<file path="src/rtl/pll_reset_pkg.sv">
// Shared state encoding, default parameters and width helpers for the PLL reset sequencer.
package pll_reset_pkg;

    typedef enum logic [2:0] {
        ST_WAIT   = 3'd0,
        ST_STABLE = 3'd1,
        ST_HOLD   = 3'd2,
        ST_RUN    = 3'd3,
        ST_RETRY  = 3'd4
    } state_e;

    localparam int unsigned DEF_SYNC_STAGES = 2;
    localparam int unsigned DEF_LOCK_STABLE = 1024;
    localparam int unsigned DEF_RST_HOLD    = 16;
    localparam int unsigned DEF_CNT_W       = 8;
    localparam int unsigned DEF_TIMEOUT     = 65536;
    localparam int unsigned DEF_RETRY_PULSE = 8;

    function automatic int unsigned clog2(input int unsigned value);
        int unsigned res;
        res = 0;
        for (int i = 0; i < 32; i++) begin
            if ((64'd1 << i) < 64'(value)) begin
                res = 32'(i) + 32'd1;
            end
        end
        return res;
    endfunction

    // Width of a counter that must hold 0 .. n-1, never narrower than one bit.
    function automatic int unsigned cnt_width(input int unsigned n);
        return (n < 2) ? 32'd1 : clog2(n);
    endfunction

endpackage

</file>
<file path="src/rtl/sync_bit.sv">
// N-stage flop synchronizer for a single asynchronous bit, clearing to 0 on reset.
// Latency: STAGES clocks. Backpressure: none, samples every cycle.
module sync_bit #(
    parameter int unsigned STAGES = 2
) (
    input  logic clk,
    input  logic rst_n,
    input  logic d,
    output logic q
);

    logic [STAGES-1:0] sync_q;
    logic [STAGES-1:0] sync_d;

    always_comb begin
        sync_d = {sync_q[STAGES-2:0], d};
    end

    always_ff @(posedge clk or negedge rst_n) begin
        if (!rst_n) begin
            sync_q <= '0;
        end else begin
            sync_q <= sync_d;
        end
    end

    assign q = sync_q[STAGES-1];

endmodule

</file>
<file path="src/rtl/pll_reset_seq.sv">
// Sequenced reset for the PLL clock domain: release after qualified lock, immediate reassert on loss.
// Latency: release SYNC_STAGES+LOCK_STABLE+RST_HOLD-1 clocks after lock, assert SYNC_STAGES clocks after loss.
// Backpressure: none. Optional re-lock request pulse under PLL_RESET_SEQ_RETRY_EN.
module pll_reset_seq
    import pll_reset_pkg::*;
#(
    parameter int unsigned SYNC_STAGES = DEF_SYNC_STAGES,
    parameter int unsigned LOCK_STABLE = DEF_LOCK_STABLE,
    parameter int unsigned RST_HOLD    = DEF_RST_HOLD,
    parameter int unsigned CNT_W       = DEF_CNT_W,
    parameter int unsigned TIMEOUT     = DEF_TIMEOUT,
    parameter int unsigned RETRY_PULSE = DEF_RETRY_PULSE
) (
    input  logic             clock_in,
    input  logic             rst_in,
    input  logic             locked_in,
    output logic             rst_out,
    output logic             rst_n_out,
    output logic             ready,
    output logic [CNT_W-1:0] lock_loss_cnt,
    output logic             pll_retry_out
);

    if (SYNC_STAGES < 2 || LOCK_STABLE < 1 || RST_HOLD < 1 || CNT_W < 1 ||
        TIMEOUT < 1 || RETRY_PULSE < 1) begin : g_bad_param
        $error("pll_reset_seq: illegal parameter value");
    end

    localparam int unsigned SW = cnt_width(LOCK_STABLE);
    localparam int unsigned HW = cnt_width(RST_HOLD);
    localparam logic [SW-1:0] STABLE_LAST = SW'(LOCK_STABLE - 1);
    localparam logic [HW-1:0] HOLD_LAST   = HW'(RST_HOLD - 1);

    logic lock_s;

    state_e           state_q, state_d;
    logic [SW-1:0]    stable_cnt_q, stable_cnt_d;
    logic [HW-1:0]    hold_cnt_q, hold_cnt_d;
    logic [CNT_W-1:0] loss_cnt_q, loss_cnt_d;
    logic             rst_q, rst_d;
    logic             rst_n_q, rst_n_d;
    logic             ready_q, ready_d;

`ifdef PLL_RESET_SEQ_RETRY_EN
    localparam int unsigned TW = cnt_width(TIMEOUT);
    localparam int unsigned PW = cnt_width(RETRY_PULSE);
    localparam logic [TW-1:0] TMO_LAST   = TW'(TIMEOUT - 1);
    localparam logic [PW-1:0] PULSE_LAST = PW'(RETRY_PULSE - 1);

    logic [TW-1:0] tmo_cnt_q, tmo_cnt_d;
    logic [PW-1:0] pulse_cnt_q, pulse_cnt_d;
    logic          retry_q, retry_d;
`endif

    sync_bit #(
        .STAGES(SYNC_STAGES)
    ) u_lock_sync (
        .clk  (clock_in),
        .rst_n(rst_in),
        .d    (locked_in),
        .q    (lock_s)
    );

    always_comb begin
        state_d      = state_q;
        stable_cnt_d = stable_cnt_q;
        hold_cnt_d   = hold_cnt_q;
        loss_cnt_d   = loss_cnt_q;
        rst_d        = rst_q;
        ready_d      = ready_q;
`ifdef PLL_RESET_SEQ_RETRY_EN
        tmo_cnt_d    = tmo_cnt_q;
        pulse_cnt_d  = pulse_cnt_q;
        retry_d      = retry_q;
`endif
        case (state_q)
            ST_WAIT: begin
                rst_d   = 1'b1;
                ready_d = 1'b0;
                // The cycle that first sees lock_s high is already the first qualified lock cycle.
                if (lock_s) begin
`ifdef PLL_RESET_SEQ_RETRY_EN
                    tmo_cnt_d = '0;
`endif
                    if (LOCK_STABLE == 1) begin
                        state_d    = ST_HOLD;
                        hold_cnt_d = '0;
                    end else begin
                        state_d      = ST_STABLE;
                        stable_cnt_d = SW'(1);
                    end
                end
`ifdef PLL_RESET_SEQ_RETRY_EN
                else if (tmo_cnt_q == TMO_LAST) begin
                    state_d     = ST_RETRY;
                    tmo_cnt_d   = '0;
                    pulse_cnt_d = '0;
                    retry_d     = 1'b1;
                end else begin
                    tmo_cnt_d = tmo_cnt_q + TW'(1);
                end
`endif
            end
            ST_STABLE: begin
                if (!lock_s) begin
                    state_d      = ST_WAIT;
                    stable_cnt_d = '0;
                end else if (stable_cnt_q == STABLE_LAST) begin
                    state_d    = ST_HOLD;
                    hold_cnt_d = '0;
                end else begin
                    stable_cnt_d = stable_cnt_q + SW'(1);
                end
            end
            ST_HOLD: begin
                if (!lock_s) begin
                    state_d = ST_WAIT;
                end else if (hold_cnt_q == HOLD_LAST) begin
                    state_d = ST_RUN;
                    rst_d   = 1'b0;
                    ready_d = 1'b1;
                end else begin
                    hold_cnt_d = hold_cnt_q + HW'(1);
                end
            end
            ST_RUN: begin
                if (!lock_s) begin
                    state_d = ST_WAIT;
                    rst_d   = 1'b1;
                    ready_d = 1'b0;
                    if (loss_cnt_q != {CNT_W{1'b1}}) begin
                        loss_cnt_d = loss_cnt_q + CNT_W'(1);
                    end
                end
            end
`ifdef PLL_RESET_SEQ_RETRY_EN
            ST_RETRY: begin
                if (pulse_cnt_q == PULSE_LAST) begin
                    state_d   = ST_WAIT;
                    retry_d   = 1'b0;
                    tmo_cnt_d = '0;
                end else begin
                    pulse_cnt_d = pulse_cnt_q + PW'(1);
                end
            end
`endif
            default: begin
                state_d = ST_WAIT;
                rst_d   = 1'b1;
                ready_d = 1'b0;
            end
        endcase
        rst_n_d = ~rst_d;
    end

    always_ff @(posedge clock_in or negedge rst_in) begin
        if (!rst_in) begin
            state_q      <= ST_WAIT;
            stable_cnt_q <= '0;
            hold_cnt_q   <= '0;
            loss_cnt_q   <= '0;
            rst_q        <= 1'b1;
            rst_n_q      <= 1'b0;
            ready_q      <= 1'b0;
`ifdef PLL_RESET_SEQ_RETRY_EN
            tmo_cnt_q    <= '0;
            pulse_cnt_q  <= '0;
            retry_q      <= 1'b0;
`endif
        end else begin
            state_q      <= state_d;
            stable_cnt_q <= stable_cnt_d;
            hold_cnt_q   <= hold_cnt_d;
            loss_cnt_q   <= loss_cnt_d;
            rst_q        <= rst_d;
            rst_n_q      <= rst_n_d;
            ready_q      <= ready_d;
`ifdef PLL_RESET_SEQ_RETRY_EN
            tmo_cnt_q    <= tmo_cnt_d;
            pulse_cnt_q  <= pulse_cnt_d;
            retry_q      <= retry_d;
`endif
        end
    end

    assign rst_out       = rst_q;
    assign rst_n_out     = rst_n_q;
    assign ready         = ready_q;
    assign lock_loss_cnt = loss_cnt_q;
`ifdef PLL_RESET_SEQ_RETRY_EN
    assign pll_retry_out = retry_q;
`else
    assign pll_retry_out = 1'b0;
`endif

endmodule

</file>
<file path="config.mk">
export PLATFORM = sky130hd
export DESIGN_NAME = pll_reset_seq
export DESIGN_NICKNAME = d
export VERILOG_FILES = /design/src/rtl/pll_reset_pkg.sv /design/src/rtl/sync_bit.sv /design/src/rtl/pll_reset_seq.sv
export SDC_FILE = /design/constraint.sdc
export NUM_CORES = 1
export LEC_CHECK = 0
export CORE_MARGIN = 10
export CORE_UTILIZATION = 55
export CTS_CLUSTER_DIAMETER = 80
export DETAILED_ROUTE_END_ITERATION = 8
export PLACE_DENSITY = 0.77
export SYNTH_ARGS = -nofsm -noshare
export SYNTH_HDL_FRONTEND = slang
export SYNTH_HIERARCHICAL = 1
export SYNTH_SLANG_ARGS = --single-unit
</file>
<file path="constraint.sdc">
create_clock -name clock_in -period 1.7 [get_ports clock_in]
set_input_delay 0.255 -clock clock_in [delete_from_list [all_inputs] [get_ports clock_in]]
set_output_delay 0.255 -clock clock_in [all_outputs]
set_load 0.1 [all_outputs]
</file>
== Yosys cells after proc, flatten, opt, wreduce, memory -nomap -nowiden ==
Index checks and enable logic that the tools add are counted.
Operators by class
  $add $sub $neg: 3
  equal/unequal tests: 16
  multiplexer cells: 24
  bitwise logic cells: 3
  reduce and logical (&&, ||, !) cells: 8
Operators with widths (count)
  $mux 10: 3
  $pmux 10 s2: 1
  $mux 3: 6
  $mux 4: 4
  $pmux 3 s4: 1
  $add 10x1->10 const B: 1
  $eq 10x10->1 const B: 1
  $ne 3x3->1 const B: 3
  $add 8x1->8 const B: 1
  $ne 2x2->1 const B: 4
  $ne 8x8->1 const B: 1
  $pmux 4 s2: 1
  $reduce_and 4->1: 2
  $eq 3x2->1 const B: 2
  $mux 1: 6
  $ne 2x1->1 const B: 3
  $pmux 1 s3: 2
  $reduce_and 3->1: 2
  $reduce_and 5->1: 1
  $add 4x1->4 const B: 1
  $eq 4x4->1 const B: 1
  $reduce_bool 2->1: 2
  $eq 3x1->1 const B: 1
  $logic_not 3->1: 1
  $not 1->1: 3
Word-level totals
  register bits: 30
  output and inout port bits: 12
  logic and storage cells: 62

== Longest topological paths before layout ==
  depth after elaboration: 5
  mapped depth: 5
  mapped depth without buffers: 5

== Hierarchy ==
The synthesis kept the hierarchy.
Modules (own cells, without submodules)
  pll_reset_seq: instances 1, cells each 142, area each 1445.1 um^2, sequential area each 676.9 um^2
  sync_bit: instances 1, cells each 2, area each 50.0 um^2, sequential area each 50.0 um^2

== Worst setup path before layout ==
Ideal clock, no wire load.
  kind: register -> register
  from: register loss_cnt_q[0], in the netlist lock_loss_cnt[0]
  to: register loss_cnt_q[1], in the netlist lock_loss_cnt[1]
  setup time: 0.128 ns
  arrival time: 2.151 ns
  setup slack: -0.580 ns
  stages on the path, launching flop included: 6
  cells stage by stage: dfrtp_1 > ha_1 > nand2_1 > nor2_2 > a31oi_4 > mux2_1
Between the ends
  word-level cells in the longest chain between the ends: 2
  elaborated cells between the ends (all ways): 3
RTL lines
  start, declared: RTL line pll_reset_seq.sv:39  | logic [CNT_W-1:0] loss_cnt_q, loss_cnt_d;
  start signal, assigned: RTL line pll_reset_seq.sv:174  | loss_cnt_q <= loss_cnt_d;
  parallel branches: the longest is 2 deep, another holds $add 8x1->8
Parallel ways; which one is timed is not known.
A chain may end at the register's enable or synchronous reset.

== Worst setup path in the final report ==
  from: register state_q[1]
  to: register hold_cnt_q[0]
Between the ends
  word-level cells in the longest chain between the ends: 3
  elaborated cells between the ends (all ways): 9
RTL lines
  start, declared: RTL line pll_reset_seq.sv:36  | state_e state_q, state_d;
  start signal, assigned: RTL line pll_reset_seq.sv:171  | state_q <= state_d;
  $eq 3x1->1 / $eq 3x2->1 (equally long branches): RTL line pll_reset_seq.sv:76  | case (state_q)
  $ne 2x1->1 (no source line), or another cell as far along
  $reduce_and 5->1 (no source line)
  end signal, assigned: RTL line pll_reset_seq.sv:173  | hold_cnt_q <= hold_cnt_d;
  end, declared: RTL line pll_reset_seq.sv:38  | logic [HW-1:0] hold_cnt_q, hold_cnt_d;
Parallel ways exist; a longest one is shown, timed or not.

==> impl_metrics.tcl <==
set metrics [dict create \
    end_kind "register" \
    antenna_found_initial 0 \
    critical_path_class "register to register" \
    async_flop_share_pct 100.0 \
    fin_crit_ns 1.608 \
    io_pins 15 \
    synth_flop_cell "dfrtp_1" \
    ys_types 44 \
    r2r_slack_ns 0.09 \
    drv_cap 0 \
    status "complete, no violations" \
    gp_routability_congestion 0.9089 \
    cts_root_buffer "clkbuf_4" \
    route.detailed.drc 0 \
    dp_hpwl_um 2416 \
    synth_nets 150 \
    fin_hold_ws_ns 0.2757 \
    clkSinkCount 29 \
    synth_top_area_share_pct 46.86 \
    cts_buffers 5 \
    grt_max_degree 22 \
    reg2regPathDepth 5 \
    clock_skew_ns 0.006580 \
    power_density_nw_per_um2 1219 \
    clk_latency_ns 0.33 \
    diodes 0 \
    slew_viol_final 0 \
    viasPerCell 6.185 \
    fin_tns_setup_ns 0 \
    routed-via-count 1237 \
    synth_sequential_area_ratio_pct 48.62 \
    postSynthAreaPerCell_um2 10.38 \
    max_freq_mhz 621.8 \
    finalSetupViolCount 0 \
    mostFrequentLayoutCells "dfrtp_1, buf_12, nand2_1, a21oi_1" \
    leakagePower_uw 0.0008462 \
    clkTransAtPathRegs_ns 0.09 \
    htree_num_levels 2 \
    irDropWorstVdd_mv 1.357 \
    r2r-end "hold_cnt_q[0]" \
    dr.pass1.iters 6 \
    gr-total-overflow 0 \
    rsz0062_at_grt "false" \
    synth_area_leader_cell "dfrtp_1" \
    post-route-period-util_pct 94.60 \
    ant_nets 0 \
    hold_viol 0 \
    timing.rr.start "state_q[1]" \
    cts_tree "done" \
    critPathMaxFanout 8 \
    ys_top_cells_by_area "dfrtp_1, a31oi_1, a21oi_1" \
    fillers 174 \
    post_drt_wl_per_cell_um 16.78 \
    grt_pass1_wl_um 5658 \
    drive_gt1_share_pct 30.59 \
    start_util_pct 58.75 \
    netlist_area_um2 1495 \
    nets 175 \
    grtUsageTotal_pct 13.62 \
    yosysWarnings 6 \
    wirelength_um 3355 \
    dieArea_um2 5204 \
    std_cell_rows 18 \
    layout_commonest_cell "dfrtp_1" \
    crit_required_ns 1.92 \
    die_h_um 72.14 \
    cp-start-kind "register" \
    syn_inst 144 \
    ys_seq_elements 29 \
    die_x_um 72.14 \
    hp-class "primary input to asynchronous set/reset pin" \
    drtIter0Drc 123 \
    synth_edf_count 0 \
    grt_pass1_vias 1216 \
    core_area_um2 2545 \
    cts.hold.buffers_added 0 \
    port_buffers 13 \
    syn_to_final_growth_pct 28.79 \
    cts.path.max_buffers 2 \
    cp.arrival_ns 1.83 \
]
-- synth_stat cells (3+ instances only) --
cell type,number
a21oi_1,10
a22o_1,4
a31oi_1,10
and3_1,4
buf_4,3
dfrtp_1,28
ha_1,3
inv_1,5
nand2_1,10
nand3_1,7
nand4_1,4
nor2_1,5
nor3_1,5
o21ai_0,6
xor2_1,5
-- per-stage QoR --
step	instances	cell area [µm²]	power (µW)	util, %	setup slack [ns]
after global placement	192	1848	1864	72.62	0.09383
after detailed placement	192	1848	1907	72.62	0.007390
after global routing	200	1926	2483	75.66	0.005005
final	200	1926	2346	75.66	0.09178
after floorplan	144	1530	1569	-	0.003102
after CTS	200	1913	2350	75.17	0.07702
-- where the power goes --
part | total, µW | switching, µW | leakage (µW) | internal [µW]
registers | 1000 | 179 | 0.000370 | 823
clock network | 438 | 235 | 0.0000326 | 204
logic | 905 | 545 | 0.000444 | 360
total | 2350 | 959 | 0.000846 | 1390
-- critical path, cell delays in order, from the launching register on --
cell and delay (ns):
dfrtp_1 0.43, buf_4 0.18, nand3b_4 0.19, nor3_2 0.25, a21oi_1 0.17, mux2_2 0.28
-- how the worst max path moves through the flow --
stage,cells past startpoint,slack [ns],startpoint,endpoint
after floorplan,5,0.003,lock_loss_cnt[0],lock_loss_cnt[1]
after global placement,5,0.09,stable_cnt_q[1],stable_cnt_q[7]
after detailed placement,5,0.007,stable_cnt_q[1],stable_cnt_q[4]
after CTS,5,0.08,stable_cnt_q[1],stable_cnt_q[4]
after global routing,5,0.005,state_q[1],hold_cnt_q[0]
final,5,0.09,state_q[1],hold_cnt_q[0]
-- layer usage --
metal	wire (µm)	up-vias	track usage [%]
met3	201	13	5.850
met2	1620	40	20.70
met5	0	-	0
li1	-	585	-
met1	1417	599	15.42
met4	116	0	8.387
-- layout make-up --
type                    instances  area (µm²)  share of cell area, %
multi-input cells             104       750.7                  38.99
flip-flops and latches         29       744.5                  38.66
repair buffers                 22       307.8                  15.98
inverters                       7       26.28                  1.365
clock buffers                   8       58.81                  3.054
well taps                      30       37.54                  1.949
-- what timing repair did --
| item | CTS | global route |
|---|---|---|
| pin swaps | 0 | 1 |
| resized for setup | 1 | 2 |
| buffers inserted | 0 | 0 |
| endpoints found under the setup margin | 1 | 9 |
-- cells by family after synthesis --
group           share of synthesized area, %
other cells                           0.2508
compound gates                         19.08
flops                                  48.62
fa+ha+maj                              2.511
simple gates                           20.92
xor+xnor                               3.515
mux                                    1.506
buf+inv                                3.598
-- registers in the layout, summed over array words and instances (netlist names) --
register            count
hold_cnt_q              4
u_lock_sync/sync_q      2
rst_out                 1
stable_cnt_q           10
lock_loss_cnt           8
state_q                 2
rst_n_out               1
ready                   1
Note: power is estimated with default switching activity, not from simulation.
